$ cat config.mk
export PLATFORM = sky130hd
export DESIGN_NAME = score_digits_block
export DESIGN_NICKNAME = d
export VERILOG_FILES = /design/src/rtl/score_pkg.sv /design/src/rtl/score_digits_block_digit_bitmap.sv /design/src/rtl/score_digits_block.sv
export SDC_FILE = /design/constraint.sdc
export NUM_CORES = 1
export LEC_CHECK = 0
export ABC_AREA = 1
export BUFFER_PORTS_ARGS = -buffer_cell sky130_fd_sc_hd__buf_2
export CAP_MARGIN = 10
export CORE_ASPECT_RATIO = 0.5
export CORE_MARGIN = 2
export CORE_UTILIZATION = 38
export CTS_CLUSTER_SIZE = 20
export DETAILED_ROUTE_END_ITERATION = 16
export HOLD_SLACK_MARGIN = 0.15
export PLACE_DENSITY_LB_ADDON = 0.15
export SYNTH_ARGS = -nofsm -noshare
export SYNTH_HDL_FRONTEND = slang
export SYNTH_HIERARCHICAL = 1
export SYNTH_SLANG_ARGS = --single-unit
$ cat constraint.sdc
create_clock -name clk -period 4.1 [get_ports clk]
set_clock_uncertainty 0.2 [all_clocks]
set_input_delay 0 -clock clk [delete_from_list [all_inputs] [get_ports clk]]
set_output_delay 0 -clock clk [all_outputs]
set_load 0.05 [all_outputs]
$ cat src/rtl/score_pkg.sv
// Shared types and constants for the score / high-score digit display.
// Includes the 7-segment code table used by the digit font.
package score_pkg;

  typedef logic [3:0]  bcd_digit_t;
  typedef logic [15:0] bcd4_t;

  typedef enum logic [2:0] {
    S_IDLE,
    S_D0,
    S_D1,
    S_D2,
    S_D3
  } add_state_t;

  localparam int DIGIT_W    = 16;
  localparam int DIGIT_H    = 16;
  localparam int NUM_DIGITS = 4;

  function automatic bcd_digit_t clamp_bcd(input logic [3:0] d);
    return (d > 4'd9) ? 4'd9 : d;
  endfunction

  // Segment bits ordered {g,f,e,d,c,b,a}
  function automatic logic [6:0] seg_code(input bcd_digit_t d);
    logic [6:0] s;
    case (d)
      4'd0:    s = 7'h3F;
      4'd1:    s = 7'h06;
      4'd2:    s = 7'h5B;
      4'd3:    s = 7'h4F;
      4'd4:    s = 7'h66;
      4'd5:    s = 7'h6D;
      4'd6:    s = 7'h7D;
      4'd7:    s = 7'h07;
      4'd8:    s = 7'h7F;
      4'd9:    s = 7'h6F;
      default: s = 7'h00;
    endcase
    return s;
  endfunction

endpackage

$ cat src/rtl/score_digits_block_digit_bitmap.sv
// 16x16 digit font: segment-style glyphs for 0..9.
// Bars are two pixels thick with a two-pixel side margin.
module digit_bitmap
  import score_pkg::*;
(
  input  bcd_digit_t digit,
  input  logic [3:0] row,
  input  logic [3:0] column,
  output logic       lit
);

  logic [6:0] w_seg;
  logic       w_hbar;
  logic       w_lcol;
  logic       w_rcol;
  logic       w_top;
  logic       w_bot;

  assign w_seg  = seg_code(digit);
  assign w_hbar = (column >= 4'd2) && (column <= 4'd13);
  assign w_lcol = (column == 4'd2) || (column == 4'd3);
  assign w_rcol = (column == 4'd12) || (column == 4'd13);
  assign w_top  = (row <= 4'd7);
  assign w_bot  = (row >= 4'd8);

  assign lit = (w_seg[0] & w_hbar & (row <= 4'd1))
             | (w_seg[1] & w_rcol & w_top)
             | (w_seg[2] & w_rcol & w_bot)
             | (w_seg[3] & w_hbar & (row >= 4'd14))
             | (w_seg[4] & w_lcol & w_bot)
             | (w_seg[5] & w_lcol & w_top)
             | (w_seg[6] & w_hbar & ((row == 4'd7) | (row == 4'd8)));

endmodule

$ cat src/rtl/score_digits_block.sv
// Score / high-score keeper with serial BCD adder and digit renderer.
// Output pixel is registered: one clock from pixelX/pixelY to DR/RGB.
module score_digits_block
  import score_pkg::*;
#(
  parameter logic [10:0] SCORE_X     = 11'd30,
  parameter logic [10:0] SCORE_Y     = 11'd30,
  parameter logic [10:0] HIGH_X      = 11'd408,
  parameter logic [10:0] HIGH_Y      = 11'd30,
  parameter logic [7:0]  DIGIT_COLOR = 8'hFF
)(
  input  logic        clk,
  input  logic        resetN,
  input  logic        startOfFrame,
  input  logic        gameEnded,
  input  logic        standBy,
  input  logic        pointsValid,
  input  logic [7:0]  pointsBCD,
  input  logic [10:0] pixelX,
  input  logic [10:0] pixelY,
  output logic        addBusy,
  output logic        pointsLost,
  output logic        scoreDigitsDR,
  output logic [7:0]  scoreDigitsRGB
);

  localparam logic [10:0] FIELD_W = 11'(NUM_DIGITS * DIGIT_W);
  localparam logic [10:0] FIELD_H = 11'(DIGIT_H);

  add_state_t r_state;
  bcd4_t      r_score;
  bcd4_t      r_high;
  bcd4_t      r_score_sh;
  bcd4_t      r_high_sh;
  logic [7:0] r_op;
  logic [7:0] r_pend;
  logic       r_pend_v;
  logic       r_carry;
  logic       r_play;
  logic       r_ge;
  logic       r_hs_req;
  logic       r_lost;
  logic       r_dr;
  logic [7:0] r_rgb;

  logic       w_play;
  logic       w_clear;
  logic       w_pv;
  logic       w_hs_pend;
  logic [7:0] w_pts;
  logic [1:0] w_n;
  bcd_digit_t w_sd;
  bcd_digit_t w_od;
  bcd_digit_t w_dig;
  logic [4:0] w_sum;
  logic       w_cout;

  assign w_play    = ~(gameEnded | standBy);
  assign w_clear   = w_play & ~r_play;
  assign w_pv      = pointsValid & w_play & ~w_clear;
  assign w_pts     = {clamp_bcd(pointsBCD[7:4]), clamp_bcd(pointsBCD[3:0])};
  assign w_hs_pend = r_hs_req | (gameEnded & ~r_ge);

  always_comb begin
    w_n = 2'd0;
    unique case (r_state)
      S_D1:    w_n = 2'd1;
      S_D2:    w_n = 2'd2;
      S_D3:    w_n = 2'd3;
      default: w_n = 2'd0;
    endcase
    w_sd   = r_score[{w_n, 2'b00} +: 4];
    w_od   = (w_n == 2'd0) ? r_op[3:0] :
             (w_n == 2'd1) ? r_op[7:4] : 4'd0;
    w_sum  = {1'b0, w_sd} + {1'b0, w_od} + {4'd0, r_carry};
    w_cout = (w_sum > 5'd9);
    w_dig  = w_cout ? (w_sum[3:0] - 4'd10) : w_sum[3:0];
  end

  always_ff @(posedge clk or negedge resetN) begin
    if (!resetN) begin
      r_state  <= S_IDLE;
      r_score  <= '0;
      r_op     <= '0;
      r_pend   <= '0;
      r_pend_v <= 1'b0;
      r_carry  <= 1'b0;
      r_lost   <= 1'b0;
      r_play   <= 1'b0;
    end else begin
      r_play <= w_play;
      if (w_clear) begin
        r_state  <= S_IDLE;
        r_score  <= '0;
        r_pend_v <= 1'b0;
        r_carry  <= 1'b0;
      end else begin
        unique case (r_state)
          S_IDLE: begin
            if (w_pv) begin
              r_op    <= w_pts;
              r_carry <= 1'b0;
              r_state <= S_D0;
            end
          end
          S_D3: begin
            if (w_cout) r_score <= 16'h9999;
            else        r_score[15:12] <= w_dig;
            r_carry <= 1'b0;
            // Chain straight into the next add so there is no idle bubble
            if (r_pend_v) begin
              r_op     <= r_pend;
              r_state  <= S_D0;
              r_pend_v <= w_pv;
              if (w_pv) r_pend <= w_pts;
            end else if (w_pv) begin
              r_op    <= w_pts;
              r_state <= S_D0;
            end else begin
              r_state <= S_IDLE;
            end
          end
          default: begin
            r_score[{w_n, 2'b00} +: 4] <= w_dig;
            r_carry <= w_cout;
            r_state <= (r_state == S_D0) ? S_D1 :
                       (r_state == S_D1) ? S_D2 : S_D3;
            if (w_pv && !r_pend_v) begin
              r_pend   <= w_pts;
              r_pend_v <= 1'b1;
            end
            if (w_pv && r_pend_v) r_lost <= 1'b1;
          end
        endcase
      end
    end
  end

  always_ff @(posedge clk or negedge resetN) begin
    if (!resetN) begin
      r_ge       <= 1'b0;
      r_hs_req   <= 1'b0;
      r_high     <= '0;
      r_score_sh <= '0;
      r_high_sh  <= '0;
    end else begin
      r_ge <= gameEnded;
      if (w_hs_pend && r_state == S_IDLE) begin
        if (r_score > r_high) r_high <= r_score;
        r_hs_req <= 1'b0;
      end else begin
        r_hs_req <= w_hs_pend;
      end
      if (startOfFrame) begin
        r_score_sh <= r_score;
        r_high_sh  <= r_high;
      end
    end
  end

  logic [10:0] w_sdx;
  logic [10:0] w_sdy;
  logic [10:0] w_hdx;
  logic [10:0] w_hdy;
  logic        w_in_s;
  logic        w_in_h;
  logic [5:0]  w_dx;
  logic [3:0]  w_row;
  bcd4_t       w_shown;
  bcd_digit_t  w_glyph;
  logic        w_lit;

  assign w_sdx  = pixelX - SCORE_X;
  assign w_sdy  = pixelY - SCORE_Y;
  assign w_hdx  = pixelX - HIGH_X;
  assign w_hdy  = pixelY - HIGH_Y;
  assign w_in_s = (pixelX >= SCORE_X) && (w_sdx < FIELD_W)
               && (pixelY >= SCORE_Y) && (w_sdy < FIELD_H);
  assign w_in_h = (pixelX >= HIGH_X) && (w_hdx < FIELD_W)
               && (pixelY >= HIGH_Y) && (w_hdy < FIELD_H);

  assign w_dx    = w_in_s ? w_sdx[5:0] : w_hdx[5:0];
  assign w_row   = w_in_s ? w_sdy[3:0] : w_hdy[3:0];
  assign w_shown = w_in_s ? r_score_sh : r_high_sh;
  // Digit index 0 is the most significant nibble
  assign w_glyph = w_shown[{~w_dx[5:4], 2'b00} +: 4];

  digit_bitmap u_font (
    .digit  (w_glyph),
    .row    (w_row),
    .column (w_dx[3:0]),
    .lit    (w_lit)
  );

  always_ff @(posedge clk or negedge resetN) begin
    if (!resetN) begin
      r_dr  <= 1'b0;
      r_rgb <= 8'h00;
    end else begin
      r_dr  <= (w_in_s | w_in_h) & w_lit;
      r_rgb <= ((w_in_s | w_in_h) & w_lit) ? DIGIT_COLOR : 8'h00;
    end
  end

  assign addBusy        = (r_state != S_IDLE);
  assign pointsLost     = r_lost;
  assign scoreDigitsDR  = r_dr;
  assign scoreDigitsRGB = r_rgb;

endmodule

==> metrics <==
Routed WL=14.5 mm; Detail Route Antenna Nets=0; Iter 0 DRT Violations=274; most area-consuming cells after synthesis=dfrtp_1, nand2_1, inv_1, ha_1, o21ai_0; grt total ovfl=0; PwrDens=801 nW/um2; worst skew pair latency=350 ps; Antenna Diode Count=0; most frequent cells in the layout=nand2_1, inv_1, dfrtp_1, o21ai_0, nand3_1; ys flop type=dfrtp_1; Rel. slew slack=0.395; DIE WIDTH=181 um; min Tclk post-route=3910 ps; peak supply drop=0.000416 V; sequential area share after synthesis=0.380; total CTS buffers=9; post-DR wirelength/cell=13.1 um; number of global-route vias before repair=5040; gpl congestion=0.920; Critical Path Start Type=flip-flop; Distinct cells, synth=47; Worst EP arrival=3960 ps; clock tree sinks=90; global-route wire length before repair=24.6 mm; Initial Utilization=0.387; RSZ-0062 raised after global routing=yes; Crit Path Class=reg -> reg; CTS root buf=clkbuf_16; Die H=92.3 um; IO Port Bufs=45; Pleak=0.00356 uW; endpoints failing setup=0; EDFF count, synth=0; clk slew on worst S/H paths=70 ps; period utilisation layout=0.955; worst-case clock buffer depth=2; layout net count=967; max-slew violations=0; via count=5284; Mapped Cells=820; Boundary Pins=47; CP Max Fanout=6; endpoints failing hold=0; top-area cell type share of the netlist area=0.380; YS warnings=6; most common cell after layout, fill and taps aside=nand2_1; R2R Setup Slk=190 ps; DR DRC count=0; final setup TNS=0 ps; Mean Syn Cell Area=7.23 um2; total die area=16700 um2; Tot GR Track Use=0.183; max-cap violations=0; layout cells sized above 1=0.156; status=complete, no violations; Synth Register Bits=90; core area=15300 um2; Crit path buffers/inverters=10; Req. time, crit path=4150 ps; largest delay contributor family on the critical path=adder cells; post-synth top area cell=dfrtp_1; Crit-path slowest cell=fa_2; largest net degree at the start of global routing=70; Synthesized Nets=893; Hold/Removal Path Class=in -> async; area grow syn2layout=19.5%; H-tree Lvls=3; initial antenna violation count=0; fraction of registers with async set/reset=1.00; Post-Syn Area=5930 um2; CTS tree=yes; Worst Tran Pin Value=907 ps; Layout fillers=1586; DP HPWL=10.8 mm; non-filler cells, final=1103; CP max stage delay=460 ps; row cnt=32; fmax=255 MHz; Via density=4.79; CP endpoint kind=flip-flop; dpl cells=1058; Initial DRT Pass Iterations=5
## cell families after synthesis
group | after synthesis | share of synthesized area
compound gates | 149 | 0.143
fa+ha+maj | 37 | 0.0806
simple gates | 367 | 0.268
buf+inv | 171 | 0.120
xor+xnor | 6 | 0.00886
flops | 90 | 0.380
## registers in the layout, summed over array words and instances, names as in the netlist
name	flops
r_high	16
r_high_sh	16
r_score	16
r_score_sh	16
r_op	8
r_pend	8
r_state	3
pointsLost	1
r_carry	1
r_ge	1
r_hs_req	1
r_pend_v	1
r_play	1
scoreDigitsRGB	1
## final cells by class
class / count / area (um2) / share of cell area
Multi-Input combinational cell: 559 / 3100 / 0.437
Sequential cell: 90 / 2250 / 0.318
Timing Repair Buffer: 92 / 642 / 0.0906
Inverter: 142 / 542 / 0.0764
Tap cell: 204 / 255 / 0.0360
Clock buffer: 10 / 239 / 0.0337
Clock inverter: 6 / 58.8 / 0.00830
## metrics by stage
stage | power (uW) | hold WS [ps] | area (um2) | setup slack, ps | util
floorplan | 3410 | -496 | 5940 | 23.4 | -
global placement | 4300 | -28.7 | 6390 | 61.9 | 0.417
detailed placement | 4310 | -28.0 | 6390 | -23.9 | 0.417
CTS | 5210 | 154 | 6930 | 22.4 | 0.452
global route | 6250 | 201 | 7090 | -70.7 | 0.462
finish | 5680 | 114 | 7090 | 185 | 0.462
## worst paths after layout
path	start	cells past startpoint	to
min in group clk	standBy	3	r_play
min	resetN	2	r_pend_v
max	r_state[1]	27	r_score[10]
min reg2reg	r_pend[4]	2	r_pend[4]
max in group asynchronous	resetN	3	r_score[13]
max reg2reg	r_state[1]	27	r_score[10]
## where the power goes
part           internal, uW  leakage (uW)  total [uW]  switching, uW
Clock                   441      0.000143         823            383
Combinational          1370       0.00222        3480           2110
Sequential             1180       0.00119        1380            196
Total                  2990       0.00356        5680           2680
## per-layer routing
layer  share of wire  track usage  routed length [um]  vias up
met1            0.51        0.255                7430     2390
met4           0.018       0.0578                 263        0
met2            0.43        0.290                6240       99
met5               0            0                   0        -
met3           0.039       0.0315                 565       22
li1                -            -                   -     2773
## synth_stat cells, types with 3 or more instances
master,n
buf_2,7
nand2_1,215
nand4_1,7
inv_2,6
o22ai_1,5
ha_1,35
nor2_2,4
nor2_1,49
o211ai_1,3
nor3_1,4
o21bai_1,5
o221ai_1,3
clkbuf_1,8
buf_4,13
dfrtp_1,90
a31oi_1,3
a21oi_1,33
nand3_1,72
xor2_1,4
nand3b_1,3
o21ai_1,3
inv_1,133
o21ai_0,80
nand2_2,4
## what timing repair did
item | 4_1_cts | 5_1_grt
hold buffers | 23 | 0
endpoints found under the hold margin | 127 | 0
gates resized for setup | 1 | 40
pin swaps | 1 | 13
setup endpoints to repair | 1 | 16
setup buffers | 1 | 5
Note: power is estimated with default switching activity, not from simulation.
